===== src/rtl/shift_pkg.sv =====
// Shared constants and FSM state type for the iterative right shifter.
package shift_pkg;

    localparam int unsigned DATA_WIDTH  = 32;
    localparam int unsigned SHAMT_WIDTH = 5;

    typedef enum logic [1:0] {
        IDLE  = 2'd0,
        SHIFT = 2'd1,
        DONE  = 2'd2
    } state_t;

endpackage


===== src/rtl/shift_step.sv =====
// Combinational right shift by 0..STEP positions; vacated MSBs take the fill bit.
module shift_step #(
    parameter int unsigned W    = 32,
    parameter int unsigned CW   = 5,
    parameter int unsigned STEP = 1
) (
    input  logic [W-1:0]  data,
    input  logic [CW-1:0] amt,
    input  logic          fill,
    output logic [W-1:0]  result
);

    localparam logic [CW-1:0] STEP_MAX = CW'(STEP);

    logic [CW-1:0]  k;
    logic [2*W-1:0] ext;

    always_comb begin
        k      = (amt > STEP_MAX) ? STEP_MAX : amt;
        ext    = {{W{fill}}, data};
        result = W'(ext >> k);
    end

endmodule


===== src/rtl/shift_right_iter_32.sv =====
// Multi-cycle SRL/SRA unit, STEP bits per cycle, start/done handshake.
// Define SHIFT_ARITH_EN to honour arith_i (sign fill); otherwise fill is always 0.
module shift_right_iter_32 #(
    parameter int unsigned DATA_WIDTH  = shift_pkg::DATA_WIDTH,
    parameter int unsigned SHAMT_WIDTH = shift_pkg::SHAMT_WIDTH,
    parameter int unsigned STEP        = 1
) (
    input  logic                   clk_i,
    input  logic                   rst_i,
    input  logic                   start_i,
    input  logic [DATA_WIDTH-1:0]  data_i,
    input  logic [SHAMT_WIDTH-1:0] shamt_i,
    input  logic                   arith_i,
    output logic                   busy_o,
    output logic                   done_o,
    output logic [DATA_WIDTH-1:0]  data_o
);

    import shift_pkg::*;

`ifdef SHIFT_ARITH_EN
    localparam logic ARITH_EN = 1'b1;
`else
    localparam logic ARITH_EN = 1'b0;
`endif

    localparam logic [SHAMT_WIDTH-1:0] STEP_MAX = SHAMT_WIDTH'(STEP);

    state_t                 state, state_next;
    logic [DATA_WIDTH-1:0]  work, work_next, stepped;
    logic [SHAMT_WIDTH-1:0] cnt, cnt_next, k;
    logic                   fill, fill_next;
    logic                   load_out;

    shift_step #(
        .W    (DATA_WIDTH),
        .CW   (SHAMT_WIDTH),
        .STEP (STEP)
    ) u_step (
        .data   (work),
        .amt    (cnt),
        .fill   (fill),
        .result (stepped)
    );

    always_comb begin
        state_next = state;
        work_next  = work;
        cnt_next   = cnt;
        fill_next  = fill;
        k          = (cnt > STEP_MAX) ? STEP_MAX : cnt;
        case (state)
            IDLE: begin
                if (start_i) begin
                    work_next  = data_i;
                    cnt_next   = shamt_i;
                    fill_next  = ARITH_EN & arith_i & data_i[DATA_WIDTH-1];
                    state_next = (shamt_i == '0) ? DONE : SHIFT;
                end
            end
            SHIFT: begin
                work_next = stepped;
                cnt_next  = cnt - k;
                if (cnt <= STEP_MAX) begin
                    state_next = DONE;
                end
            end
            DONE:    state_next = IDLE;
            default: state_next = IDLE;
        endcase
    end

    // Result register captures the final work value on the edge that enters DONE,
    // so data_o is already valid during the done_o pulse.
    assign load_out = (state_next == DONE) && (state != DONE);

    always_ff @(posedge clk_i or negedge rst_i) begin
        if (!rst_i) begin
            state  <= IDLE;
            work   <= '0;
            cnt    <= '0;
            fill   <= 1'b0;
            data_o <= '0;
        end else begin
            state <= state_next;
            work  <= work_next;
            cnt   <= cnt_next;
            fill  <= fill_next;
            if (load_out) begin
                data_o <= work_next;
            end
        end
    end

    assign busy_o = (state == SHIFT) || (state == DONE);
    assign done_o = (state == DONE);

endmodule


===== config.mk =====
export PLATFORM = sky130hd
export DESIGN_NAME = shift_right_iter_32
export DESIGN_NICKNAME = d
export VERILOG_FILES = /design/src/rtl/shift_pkg.sv /design/src/rtl/shift_step.sv /design/src/rtl/shift_right_iter_32.sv
export SDC_FILE = /design/constraint.sdc
export NUM_CORES = 1
export LEC_CHECK = 0
export CAP_MARGIN = 20
export CORE_MARGIN = 1.5
export CORE_UTILIZATION = 37
export DETAILED_ROUTE_END_ITERATION = 16
export DONT_BUFFER_PORTS = 1
export PLACE_DENSITY = 0.61
export SYNTH_ARGS = -nofsm -noshare
export SYNTH_HDL_FRONTEND = slang
export SYNTH_SLANG_ARGS = --single-unit

===== constraint.sdc =====
create_clock -name clk_i -period 7.1 [get_ports clk_i]
set_input_delay 0.71 -clock clk_i [delete_from_list [all_inputs] [get_ports clk_i]]
set_output_delay 0.71 -clock clk_i [all_outputs]
set_load 0.02 [all_outputs]

==> results of run 1 <==
[Yosys cell counts]
master | count | area [um^2]
or4_2 | 1 | 8.760
o32ai_1 | 1 | 8.760
o21ai_0 | 7 | 35.03
o221ai_1 | 1 | 8.760
a221o_1 | 21 | 210.2
or3_4 | 1 | 11.26
o21ai_1 | 2 | 10.01
buf_6 | 2 | 22.52
and2_4 | 1 | 8.760
a21o_1 | 1 | 7.510
clkbuf_8 | 1 | 13.76
nor4b_1 | 1 | 8.760
and3_1 | 28 | 175.2
nor2_1 | 4 | 15.01
or3_1 | 2 | 12.51
or3b_1 | 1 | 8.760
mux2_1 | 5 | 56.30
o22ai_1 | 2 | 12.51
buf_8 | 2 | 30.03
mux2_2 | 28 | 315.3
a221o_2 | 7 | 78.83
a32oi_1 | 3 | 26.28
or4_1 | 1 | 7.510
clkbuf_1 | 9 | 33.78
nand2b_1 | 1 | 6.260
nand3_1 | 1 | 5.000
a22o_1 | 1 | 8.760
buf_2 | 5 | 25.02
mux2i_1 | 4 | 40.04
dfrtp_1 | 71 | 1777
nand2_1 | 6 | 22.52
ha_1 | 4 | 50.05
nor3_1 | 1 | 5.000
o21a_1 | 1 | 7.510
inv_1 | 6 | 22.52
a21oi_1 | 9 | 45.04
[kinds of logic after synthesis]
family                     count (synthesis)  share of synthesized area [%]
buffers and inverters                     25                          4.701
adders and majority gates                  4                          1.594
muxes                                     37                          13.11
DFF                                       71                          56.57
AOI/OAI and AO/OA                         56                          14.62
and+or+nand+nor                           49                          9.402
[worst max-delay path, delay by kind of cell (launching register included)]
kind            cells  cell delay, ns
fa+ha+maj           1            0.42
flops               1            0.38
simple gates        1            0.44
buf+inv             3            0.65
compound gates      2            0.75
mux                 1            0.28
[path summary, 6_finish.rpt]
check | startpoint | endpoint | slack (ns) | cells after the start
hold reg to reg | work[21] | work[21] | 0.54 | 1
max in group asynchronous | rst_i | work[21] | 6.94 | 0
min in group clk_i | work[21] | work[21] | 0.54 | 1
setup reg to reg | state[1] | data_o[17] | 4.06 | 8
hold / removal | rst_i | data_o[6] | 0.06 | 0
setup / recovery | state[1] | data_o[17] | 4.06 | 8
[metal layers]
| layer | vias up | track usage (%) |
|---|---|---|
| met5 | - | 0 |
| met4 | 0 | 5.970 |
| met3 | 8 | 7.018 |
| met1 | 1025 | 21.10 |
| met2 | 62 | 24.53 |
| li1 | 919 | - |
[stage by stage]
step	hold slack (ns)	area, um^2	std cells	util (%)
finish	0.05577	3392	348	41.28
global route	0.02681	3392	348	41.28
CTS	0.03538	3372	345	41.04
detailed placement	0.4171	3162	330	38.48
global placement	0.4168	3162	330	38.48
floorplan	0.4144	3141	242	-
[registers in the layout, summed over array words and instances (netlist names)]
register  flops
cnt           5
data_o       32
work         32
state         2
[cell type report]
class | count | area, um^2 | area share, %
diodes | 2 | 5.005 | 0.1475
clock buffers | 9 | 123.9 | 3.652
clock inverters | 6 | 86.33 | 2.545
inverters | 6 | 22.52 | 0.6640
multi-input cells | 146 | 1216 | 35.85
flip-flops and latches | 71 | 1777 | 52.38
well taps | 105 | 131.4 | 3.873
repair buffers | 3 | 30.03 | 0.8853
[where the power goes]
| group | switching [mW] | leakage [nW] | internal [mW] |
|---|---|---|---|
| Sequential | 0.251 | 0.842 | 0.620 |
| Combinational | 0.377 | 0.590 | 0.344 |
| Clock | 0.151 | 0.105 | 0.195 |
==> metrics.txt, run 1 <==
# TYPE chip_impl_metric gauge
chip_impl_info{name="critical_path.most_common_cell",value="inv_1"} 1
chip_impl_info{name="layout.cells.most_common",value="dfrtp_1"} 1
chip_impl_metric{name="synthToLayoutAreaGrowth",unit="%"} 8.008
chip_impl_metric{name="total_power",unit="mW"} 1.938
chip_impl_metric{name="htreeDepth",unit=""} 3
chip_impl_metric{name="post_synth_inst_count",unit=""} 242
chip_impl_metric{name="yosysWarningCount",unit=""} 0
chip_impl_metric{name="skew",unit="ns"} 0.007556
chip_impl_metric{name="row_count",unit=""} 33
chip_impl_metric{name="p_per_area",unit="nW/um^2"} 571.2
chip_impl_metric{name="global_route.usage.total",unit="%"} 16.42
chip_impl_metric{name="routed_wire_length_per_instance",unit="um"} 19.94
chip_impl_metric{name="route.met2.wl",unit="um"} 3196
chip_impl_metric{name="io_pins",unit=""} 75
chip_impl_metric{name="fillers",unit=""} 800
chip_impl_info{name="timing.hold.worst.class",value="in -> async"} 1
chip_impl_metric{name="postCtsSetupBuffers",unit=""} 0
chip_impl_metric{name="finalMaxSlewViolations",unit=""} 0
chip_impl_metric{name="cts_buffer_depth",unit=""} 2
chip_impl_metric{name="gr-total-overflow",unit=""} 0
chip_impl_metric{name="slowest_cell_delay_on_critical_path",unit="ns"} 0.44
chip_impl_info{name="slowest_stage",value="nand2_1"} 1
chip_impl_info{name="layout_common_cells",value="dfrtp_1 (71), and3_1 (28), mux2_2 (28)"} 1
chip_impl_metric{name="vdd.ir_drop.worst",unit="uV"} 264.8
chip_impl_metric{name="ys_ff_latch",unit=""} 71
chip_impl_metric{name="dieWidth",unit="um"} 95.13
chip_impl_metric{name="total_standard_cell_area_after_synthesis",unit="um^2"} 3141
chip_impl_metric{name="syn-mean-instance-area",unit="um^2"} 12.98
chip_impl_metric{name="gp_routability_congestion",unit=""} 0.7966
chip_impl_info{name="rsz0062_at_grt",value="no"} 1
chip_impl_metric{name="largest_net_degree_at_the_start_of_global_routing",unit=""} 72
chip_impl_metric{name="crit_fanout",unit=""} 17
chip_impl_metric{name="vertical_die_dimension",unit="um"} 95.13
chip_impl_metric{name="layout_setup_ws",unit="ns"} 4.063
chip_impl_metric{name="port_buffers",unit=""} 0
chip_impl_metric{name="clk_latency",unit="ns"} 0.34
chip_impl_metric{name="postSynthNetCount",unit=""} 287
chip_impl_info{name="crit_path_start_kind",value="flop"} 1
chip_impl_metric{name="postCtsResizedCells",unit=""} 0
chip_impl_metric{name="drive_above_1_share",unit="%"} 23.24
chip_impl_metric{name="cap_viol_max_count",unit=""} 0
chip_impl_metric{name="core_region_area",unit="um^2"} 8217
chip_impl_metric{name="critPathRequiredTime",unit="ns"} 7.32
chip_impl_metric{name="dr.first_iter.drc_count",unit=""} 81
chip_impl_info{name="cts_root_buffer",value="clkbuf_8"} 1
chip_impl_info{name="critPathCaptureType",value="flop"} 1
chip_impl_metric{name="worstMarginPinSlew",unit="ns"} 0.6242
chip_impl_metric{name="die-area",unit="um^2"} 9050
chip_impl_metric{name="holdBufCountCts",unit=""} 0
chip_impl_metric{name="nNetsFinal",unit=""} 282
chip_impl_metric{name="final.setup.tns",unit="ns"} 0
chip_impl_metric{name="cts_sinks",unit=""} 71
chip_impl_metric{name="post-dp-hpwl",unit="um"} 4319
chip_impl_metric{name="met3WireLength",unit="um"} 550
chip_impl_info{name="cp_cell_sequence",value="inv_1 > ha_1 > inv_1 > o21ai_1 > nand2_1 > buf_8 > a221o_2 > mux2_1"} 1
chip_impl_metric{name="drtAntennaViolNets",unit=""} 0
chip_impl_metric{name="timing.final.crit_share",unit="%"} 42.77
chip_impl_info{name="tritoncts_clock_tree",value="yes"} 1
chip_impl_metric{name="wirelength",unit="um"} 6940
chip_impl_metric{name="clk_pin_slew",unit="ns"} 0.08
chip_impl_metric{name="via_per_inst",unit=""} 5.787
chip_impl_metric{name="first_global_vias",unit=""} 2098
chip_impl_metric{name="worst_slew_margin_rel",unit="%"} 58.39
chip_impl_metric{name="yosysUniqueCellTypes",unit=""} 36
chip_impl_metric{name="fmax",unit="MHz"} 329.3
chip_impl_metric{name="finalCriticalPeriod",unit="ns"} 3.037
chip_impl_info{name="path_class",value="reg -> reg"} 1
chip_impl_metric{name="grt_antenna_before_repair",unit=""} 2
chip_impl_metric{name="num_vias",unit=""} 2014
chip_impl_metric{name="hold_viol",unit=""} 0
chip_impl_metric{name="m1WireLength",unit="um"} 3118
chip_impl_metric{name="global_route_wire_length_before_repair",unit="um"} 11070
chip_impl_metric{name="start_util",unit="%"} 38.22
chip_impl_metric{name="final-setup-viol-count",unit=""} 0
chip_impl_metric{name="drtPass1Iterations",unit=""} 4
chip_impl_metric{name="route.detailed.drc",unit=""} 0
chip_impl_info{name="run_status",value="finished, final reports clean"} 1
chip_impl_info{name="routed.top_layer",value="met4"} 1
chip_impl_metric{name="cts_made_buffers",unit=""} 9
chip_impl_metric{name="dp_slack",unit="ns"} 3.837
chip_impl_metric{name="seq_area_frac_synth",unit="%"} 56.57
chip_impl_metric{name="static-leakage-power",unit="nW"} 1.538
chip_impl_metric{name="crit_arrival",unit="ns"} 3.26
No activity file was read; power rests on OpenSTA's default activity.
==> inputs of run 2 (changes only) <==
- ABC_AREA: default -> 1
- PLACE_DENSITY: 0.61 -> 0.63
- clock period: 7.1 -> 2.5 ns (I/O delays scaled with it)
==> run 2 against run 1 <==
Routed wire length is 28% higher; first-iteration DRC count rose by 40%; count of clock-buffer cells in the layout increased by 3; total power grew to 3.0 times the previous value; critical endpoint is now data_o[28]; largest cell class unchanged; critical path depth did not move.
==> metrics.txt, run 2 <==
# TYPE chip_impl_metric gauge
chip_impl_metric{name="nNetsFinal",unit=""} 511
chip_impl_metric{name="drive_above_1_share",unit="%"} 7.021
chip_impl_info{name="slowest_stage",value="o21ai_2"} 1
chip_impl_metric{name="drtPass1Iterations",unit=""} 4
chip_impl_metric{name="ys_ff_latch",unit=""} 71
chip_impl_metric{name="min_path_cells",unit=""} 2
chip_impl_metric{name="worst_slew_margin_rel",unit="%"} 58.49
chip_impl_metric{name="stdcell_count",unit=""} 603
chip_impl_metric{name="cts_made_buffers",unit=""} 9
chip_impl_metric{name="gp_routability_congestion",unit=""} 0.8383
chip_impl_metric{name="global_route.usage.total",unit="%"} 18.31
chip_impl_info{name="crit_path_start_kind",value="flop"} 1
chip_impl_metric{name="start_util",unit="%"} 37.82
chip_impl_metric{name="seq_area_frac_synth",unit="%"} 48.28
chip_impl_metric{name="postCtsResizedCells",unit=""} 0
chip_impl_metric{name="clk_latency",unit="ns"} 0.35
chip_impl_metric{name="post-dp-hpwl",unit="um"} 5694
chip_impl_metric{name="finalCriticalPeriod",unit="ns"} 2.110
chip_impl_metric{name="grt_antenna_before_repair",unit=""} 0
chip_impl_metric{name="static-leakage-power",unit="nW"} 2.111
chip_impl_info{name="rsz0062_at_grt",value="no"} 1
chip_impl_metric{name="dp_slack",unit="ns"} 0.3527
chip_impl_metric{name="async_flop_share",unit="%"} 100.0
chip_impl_info{name="yosys_most_used_dff",value="dfrtp_1"} 1
chip_impl_metric{name="num_vias",unit=""} 2982
chip_impl_metric{name="vdd.ir_drop.worst",unit="uV"} 570.5
chip_impl_metric{name="row_count",unit=""} 36
chip_impl_metric{name="hold_viol",unit=""} 0
chip_impl_info{name="path_class",value="reg -> reg"} 1
chip_impl_info{name="layout.cells.most_common",value="nand2_1"} 1
chip_impl_metric{name="postSynthNetCount",unit=""} 516
chip_impl_metric{name="largest_net_degree_at_the_start_of_global_routing",unit=""} 72
chip_impl_metric{name="dieWidth",unit="um"} 102.7
chip_impl_metric{name="hold_slack",unit="ns"} 0.04755
chip_impl_metric{name="clk_pin_slew",unit="ns"} 0.08
chip_impl_metric{name="crit_arrival",unit="ns"} 2.35
chip_impl_metric{name="htreeDepth",unit=""} 3
chip_impl_metric{name="n_antenna_cell",unit=""} 0
chip_impl_metric{name="dr.first_iter.drc_count",unit=""} 113
chip_impl_metric{name="slowest_cell_delay_on_critical_path",unit="ns"} 0.54
chip_impl_metric{name="ff_latch_area",unit="um^2"} 1777
chip_impl_info{name="hold_path.startpoint",value="data_i[31]"} 1
chip_impl_metric{name="finalMaxSlewViolations",unit=""} 0
chip_impl_metric{name="cts_buffer_depth",unit=""} 2
chip_impl_info{name="cp_cell_sequence",value="inv_1 > ha_1 > o21ai_2 > nand2_2 > nand2_1 > nand2_1 > nand3_1 > nand2_1"} 1
chip_impl_metric{name="yosysUniqueCellTypes",unit=""} 27
chip_impl_metric{name="via_per_inst",unit=""} 4.945
chip_impl_metric{name="holdBufCountCts",unit=""} 2
chip_impl_info{name="critical_path.most_common_cell",value="nand2_1"} 1
chip_impl_metric{name="routed_wire_length_per_instance",unit="um"} 14.78
chip_impl_metric{name="synthToLayoutAreaGrowth",unit="%"} 7.378
chip_impl_info{name="tritoncts_clock_tree",value="yes"} 1
chip_impl_metric{name="final.setup.tns",unit="ns"} 0
chip_impl_metric{name="total_power",unit="mW"} 5.832
chip_impl_metric{name="cts_sinks",unit=""} 71
chip_impl_metric{name="layout_setup_ws",unit="ns"} 0.3899
chip_impl_metric{name="global_route_wire_length_before_repair",unit="um"} 14720
chip_impl_metric{name="die-area",unit="um^2"} 10550
chip_impl_metric{name="synth-edff-count",unit=""} 0
chip_impl_info{name="post-synth-top-area-cell",value="dfrtp_1"} 1
chip_impl_info{name="timing.hold.worst.class",value="in -> reg"} 1
chip_impl_metric{name="cap_viol_max_count",unit=""} 0
chip_impl_metric{name="vertical_die_dimension",unit="um"} 102.7
chip_impl_metric{name="skew",unit="ns"} 0.008883
chip_impl_metric{name="wirelength",unit="um"} 8913
chip_impl_metric{name="gr-total-overflow",unit=""} 0
chip_impl_metric{name="final-setup-viol-count",unit=""} 0
chip_impl_info{name="rr_endpoint",value="data_o[28]"} 1
chip_impl_info{name="post-synth-top-count-cell",value="nand2_1"} 1
chip_impl_metric{name="core_region_area",unit="um^2"} 9729
chip_impl_metric{name="syn-mean-instance-area",unit="um^2"} 7.813
chip_impl_info{name="top_regs",value="data_o x32, work x32, cnt x5"} 1
chip_impl_metric{name="postCtsSetupBuffers",unit=""} 0
chip_impl_metric{name="first_global_vias",unit=""} 3029
chip_impl_metric{name="reg2reg_slack",unit="ns"} 0.39
chip_impl_metric{name="io_pins",unit=""} 75
chip_impl_metric{name="post_synth_inst_count",unit=""} 471
chip_impl_metric{name="fillers",unit=""} 1028
chip_impl_info{name="cts_root_buffer",value="clkbuf_8"} 1
chip_impl_metric{name="final_design_area_no_fill",unit="um^2"} 3951
chip_impl_metric{name="drtAntennaViolNets",unit=""} 0
chip_impl_metric{name="route.detailed.drc",unit=""} 0
chip_impl_info{name="ys_top_cells_by_area",value="dfrtp_1 (48%), nand2_1 (19%), nand3_1 (7.3%), inv_1 (4.7%), o21a_1 (3.5%)"} 1
chip_impl_metric{name="crit_fanout",unit=""} 16
chip_impl_metric{name="total_standard_cell_area_after_synthesis",unit="um^2"} 3680
chip_impl_metric{name="p_per_area",unit="nW/um^2"} 1476
chip_impl_metric{name="port_buffers",unit=""} 0
chip_impl_metric{name="fmax",unit="MHz"} 473.9
chip_impl_info{name="ys_top_cells_by_count",value="nand2_1 (190), dfrtp_1 (71), nand3_1 (54)"} 1
chip_impl_info{name="timing.rr.start",value="state[0]"} 1
chip_impl_metric{name="worstRegToRegCells",unit=""} 8
chip_impl_metric{name="dpl-instance-area",unit="um^2"} 3749
chip_impl_metric{name="fin_util",unit="%"} 40.61
chip_impl_metric{name="synth_largest_type_area_fraction",unit="%"} 48.28
chip_impl_metric{name="worstMarginPinSlew",unit="ns"} 0.6226
chip_impl_metric{name="timing.final.crit_share",unit="%"} 84.40
chip_impl_metric{name="post-place-cells",unit=""} 586
chip_impl_info{name="layout_common_cells",value="nand2_1 (190), dfrtp_1 (71), nand3_1 (54)"} 1
chip_impl_metric{name="multi_input_area",unit="um^2"} 1562
chip_impl_info{name="run_status",value="finished, final reports clean"} 1
chip_impl_info{name="holdPathEnd",value="work[31]"} 1
chip_impl_metric{name="critPathRequiredTime",unit="ns"} 2.74
chip_impl_metric{name="yosysWarningCount",unit=""} 0
chip_impl_info{name="critPathCaptureType",value="flop"} 1
-- run 2: cell types whose count changed after synthesis, sizes merged, moves of 19 or more --
cell / previous run / this run
nand3: 1 / 55
mux2: 33 / 0
nand2: 6 / 194
and3: 28 / 0
inv: 6 / 47
nand4: 0 / 19
a221o: 28 / 0
-- run 2: logic make-up after synthesis --
| group | count (synthesis) | share of synthesized area, % |
|---|---|---|
| compound gates | 40 | 7.854 |
| fa+ha+maj | 4 | 1.360 |
| xor+xnor | 2 | 0.4761 |
| buf+inv | 74 | 9.283 |
| flops | 71 | 48.28 |
| simple gates | 280 | 32.74 |
-- run 2: layer usage --
| metal | vias to the layer above | part of all wire (%) | GRT usage (%) | wire length (um) |
|---|---|---|---|---|
| met4 | 0 | 2.9 | 8.008 | 260 |
| met1 | 1395 | 45 | 23.83 | 4047 |
| met3 | 19 | 6.5 | 5.695 | 582 |
| met2 | 87 | 45 | 28.12 | 4023 |
| met5 | - | 0 | 0 | 0 |
| li1 | 1481 | - | - | - |
-- run 2: critical path: cells and delay by family, from the launching register on --
kind	cells	cell delay [ns]
AO/OA/AOI/OAI	1	0.54
adder cells (fa/ha/maj)	1	0.26
buffers and inverters	1	0.08
flip-flops	1	0.40
AND/OR/NAND/NOR	5	0.72
-- run 2: where the power goes --
| part | switching (mW) | total (mW) | internal, mW | leakage (nW) |
|---|---|---|---|---|
| clock network | 0.437 | 0.818 | 0.381 | 0.0785 |
| registers | 0.610 | 2.33 | 1.72 | 0.855 |
| logic | 1.79 | 2.68 | 0.892 | 1.18 |
| total | 2.83 | 5.83 | 3.00 | 2.11 |
-- run 2: worst max path at each step --
| stage | startpoint | to | slack, ns | depth (start not counted) |
|---|---|---|---|---|
| 2_1_floorplan | cnt[0] | cnt[4] | 0.86 | 10 |
| 6_report | state[0] | data_o[28] | 0.39 | 8 |
| 3_3_place_gp | state[0] | data_o[28] | 0.42 | 8 |
| 4_1_cts | state[0] | data_o[22] | 0.35 | 8 |
| 5_1_grt | state[1] | data_o[21] | 0.14 | 9 |
| 3_5_place_dp | state[0] | data_o[22] | 0.35 | 8 |
-- run 2: area by class of cell --
class | instances | share of cell area, %
clock buffers | 12 | 3.673
clock inverters | 3 | 0.5066
inverters | 47 | 4.465
multi-input cells | 326 | 39.52
flip-flops and latches | 71 | 44.97
well taps | 133 | 4.212
repair buffers | 11 | 2.660
==> inputs of run 3 (changes only) <==
- clock period: 2.5 -> 1.7 ns (I/O delays scaled with it)
==> run 3 against run 2 <==
The run now ends with hold timing left; hold slack got worse by 0.55 ns; fmax rose by 26%; global-route usage rose by 0.78 points; critical path type unchanged.
==> metrics.txt, run 3 (same netlist as run 2, synthesis figures left out) <==
# TYPE chip_impl_metric gauge
chip_impl_info{name="run_status",value="finished, violations left"} 1
chip_impl_info{name="violated_checks",value="hold timing"} 1
chip_impl_metric{name="wirelength",unit="um"} 10280
chip_impl_metric{name="finalMaxSlewViolations",unit=""} 0
chip_impl_info{name="layout_common_cells",value="nand2_1 (178), dfrtp_1 (68), nand3_1 (52)"} 1
chip_impl_metric{name="via_per_inst",unit=""} 4.939
chip_impl_metric{name="stdcell_count",unit=""} 636
chip_impl_metric{name="io_pins",unit=""} 75
chip_impl_metric{name="crit_fanout",unit=""} 11
chip_impl_metric{name="clock_power_share",unit="%"} 16.8
chip_impl_metric{name="clk_latency",unit="ns"} 0.36
chip_impl_info{name="critPathCaptureType",value="flop"} 1
chip_impl_info{name="tritoncts_clock_tree",value="yes"} 1
chip_impl_metric{name="cts_buffer_depth",unit=""} 2
chip_impl_metric{name="dp_slack",unit="ns"} -0.08212
chip_impl_metric{name="port_buffers",unit=""} 0
chip_impl_metric{name="cts_sinks",unit=""} 71
chip_impl_info{name="critical-path-top-delay-family",value="simple AND/OR/NAND/NOR gates"} 1
chip_impl_metric{name="final-setup-viol-count",unit=""} 0
chip_impl_info{name="cts_root_buffer",value="clkbuf_8"} 1
chip_impl_metric{name="num_vias",unit=""} 3141
chip_impl_metric{name="gr-total-overflow",unit=""} 0
chip_impl_metric{name="nNetsFinal",unit=""} 543
chip_impl_metric{name="critPathRequiredTime",unit="ns"} 1.96
chip_impl_metric{name="routed_wire_length_per_instance",unit="um"} 16.16
chip_impl_metric{name="drtAntennaViolNets",unit=""} 0
chip_impl_metric{name="total_power",unit="mW"} 10.84
chip_impl_info{name="crit_path_start_kind",value="flop"} 1
chip_impl_metric{name="synthToLayoutAreaGrowth",unit="%"} 25.47
chip_impl_metric{name="final.setup.tns",unit="ns"} 0
chip_impl_metric{name="global_route.usage.total",unit="%"} 19.09
chip_impl_metric{name="post-dp-hpwl",unit="um"} 6169
chip_impl_metric{name="skew",unit="ns"} 0.008123
chip_impl_info{name="top_regs",value="data_o x32, work x32, cnt x5"} 1
chip_impl_metric{name="cap_viol_max_count",unit=""} 0
chip_impl_metric{name="route.detailed.drc",unit=""} 0
chip_impl_metric{name="n_antenna_cell",unit=""} 0
chip_impl_info{name="layout.cells.most_common",value="nand2_1"} 1
chip_impl_metric{name="clk_pin_slew",unit="ns"} 0.08
chip_impl_metric{name="vertical_die_dimension",unit="um"} 102.7
chip_impl_metric{name="holdBufCountCts",unit=""} 3
chip_impl_metric{name="worst_slew_margin_rel",unit="%"} 83.33
chip_impl_metric{name="layout_setup_ws",unit="ns"} 0.02925
chip_impl_metric{name="worstRegToRegCells",unit=""} 10
chip_impl_metric{name="finalCriticalPeriod",unit="ns"} 1.671
chip_impl_metric{name="cts_made_buffers",unit=""} 9
chip_impl_metric{name="hold_slack",unit="ns"} -0.5017
chip_impl_metric{name="core_region_area",unit="um^2"} 9729
chip_impl_metric{name="htreeDepth",unit=""} 3
chip_impl_metric{name="critical_path_buffer_and_inverter_count",unit=""} 2
chip_impl_metric{name="first_global_vias",unit=""} 3181
chip_impl_metric{name="largest_net_degree_at_the_start_of_global_routing",unit=""} 72
chip_impl_metric{name="fmax",unit="MHz"} 598.5
chip_impl_metric{name="post-place-cells",unit=""} 601
chip_impl_metric{name="power_frac_comb",unit="%"} 51.0
chip_impl_metric{name="die-area",unit="um^2"} 10550
chip_impl_metric{name="fillers",unit=""} 987
chip_impl_info{name="timing.rr.start",value="state[0]"} 1
chip_impl_metric{name="hold_viol",unit=""} 71
chip_impl_info{name="cp_cell_sequence",value="inv_2 > ha_4 > o21a_1 > nand2_1 > nand2_2 > nor2_4 > nand2_4 > clkbuf_16 > nand2_1 > nand2_1"} 1
chip_impl_metric{name="worstMarginPinSlew",unit="ns"} 0.2478
chip_impl_info{name="rr_endpoint",value="data_o[5]"} 1
chip_impl_info{name="critical_path.most_common_cell",value="nand2_1"} 1
chip_impl_info{name="path_class",value="reg -> reg"} 1
chip_impl_info{name="timing.hold.worst.class",value="in -> async"} 1
chip_impl_metric{name="static-leakage-power",unit="nW"} 2.413
chip_impl_metric{name="ff_latch_area",unit="um^2"} 1780
chip_impl_info{name="slowest_stage",value="dfrtp_2"} 1
chip_impl_metric{name="reg2reg_slack",unit="ns"} 0.03
chip_impl_metric{name="grt_antenna_before_repair",unit=""} 0
chip_impl_metric{name="p_per_area",unit="nW/um^2"} 2348
chip_impl_metric{name="timing.final.crit_share",unit="%"} 98.28
chip_impl_metric{name="gp_routability_congestion",unit=""} 0.7845
chip_impl_info{name="rsz0062_at_grt",value="yes"} 1
chip_impl_metric{name="global_route_wire_length_before_repair",unit="um"} 15470
chip_impl_metric{name="start_util",unit="%"} 37.82
chip_impl_metric{name="power.share.switching",unit="%"} 43.45
chip_impl_metric{name="row_count",unit=""} 36
chip_impl_metric{name="slowest_cell_delay_on_critical_path",unit="ns"} 0.41
chip_impl_metric{name="p_int",unit="mW"} 6.129
chip_impl_metric{name="dr.first_iter.drc_count",unit=""} 128
chip_impl_metric{name="multi_input_area",unit="um^2"} 1644
chip_impl_metric{name="dieWidth",unit="um"} 102.7
chip_impl_metric{name="drive_above_1_share",unit="%"} 17.50
chip_impl_metric{name="drtPass1Iterations",unit=""} 4
chip_impl_metric{name="crit_arrival",unit="ns"} 1.93
chip_impl_metric{name="power_frac_seq",unit="%"} 32.2
chip_impl_metric{name="switching_power",unit="mW"} 4.710
chip_impl_metric{name="vdd.ir_drop.worst",unit="uV"} 759.8
run 3: through the flow:
stage | area, um^2 | utilization (%)
after floorplan | 3680 | -
after global placement | 3961 | 40.72
after detailed placement | 3961 | 40.72
after CTS | 4295 | 44.15
after global routing | 4617 | 47.45
final | 4617 | 47.45
run 3: worst max path at each step:
| stage | depth (start not counted) | to | from |
|---|---|---|---|
| floorplan | 10 | cnt[4] | cnt[0] |
| global placement | 10 | data_o[28] | state[1] |
| detailed placement | 10 | data_o[12] | state[1] |
| CTS | 10 | data_o[25] | state[0] |
| global route | 10 | data_o[14] | state[1] |
| finish | 10 | data_o[5] | state[0] |
run 3: cell type report:
type / count / share of cell area, %
well taps: 133 / 3.604
clock buffers: 9 / 2.683
clock inverters: 7 / 3.144
repair buffers: 43 / 12.57
flip-flops and latches: 71 / 38.56
inverters: 47 / 3.821
multi-input cells: 326 / 35.61
run 3: layer usage:
metal,routed length (um),track usage (%),part of all wire (%)
met4,208,6.955,2.0
met1,4658,24.24,45
met2,4890,31.13,48
met3,522,5.424,5.1
met5,0,0,0
run 3: power groups by stage:
stage / combinational (mW) / sequential (mW) / clock, mW
3_5_place_dp: 4.49 / 3.48 / 0
3_3_place_gp: 4.37 / 3.45 / 0
5_1_grt: 6.15 / 3.59 / 1.93
2_1_floorplan: 3.24 / 3.35 / 0
6_report: 5.53 / 3.49 / 1.82
4_1_cts: 4.62 / 3.47 / 1.85
run 3: worst register-to-register path, cell delays in order (launching register included):
cell	delay, ns
dfrtp_2	0.41
inv_2	0.07
ha_4	0.18
o21a_1	0.11
nand2_1	0.08
nand2_2	0.08
nor2_4	0.18
nand2_4	0.14
clkbuf_16	0.21
nand2_1	0.07
nand2_1	0.06
run 3: what timing repair did:
| action | in CTS | in global routing |
|---|---|---|
| pin swaps | 1 | 13 |
| setup endpoints to repair | 35 | 34 |
| setup buffers | 0 | 9 |
| hold endpoints to repair | 74 | 71 |
| gates resized for setup | 7 | 25 |
| gates cloned | 0 | 7 |
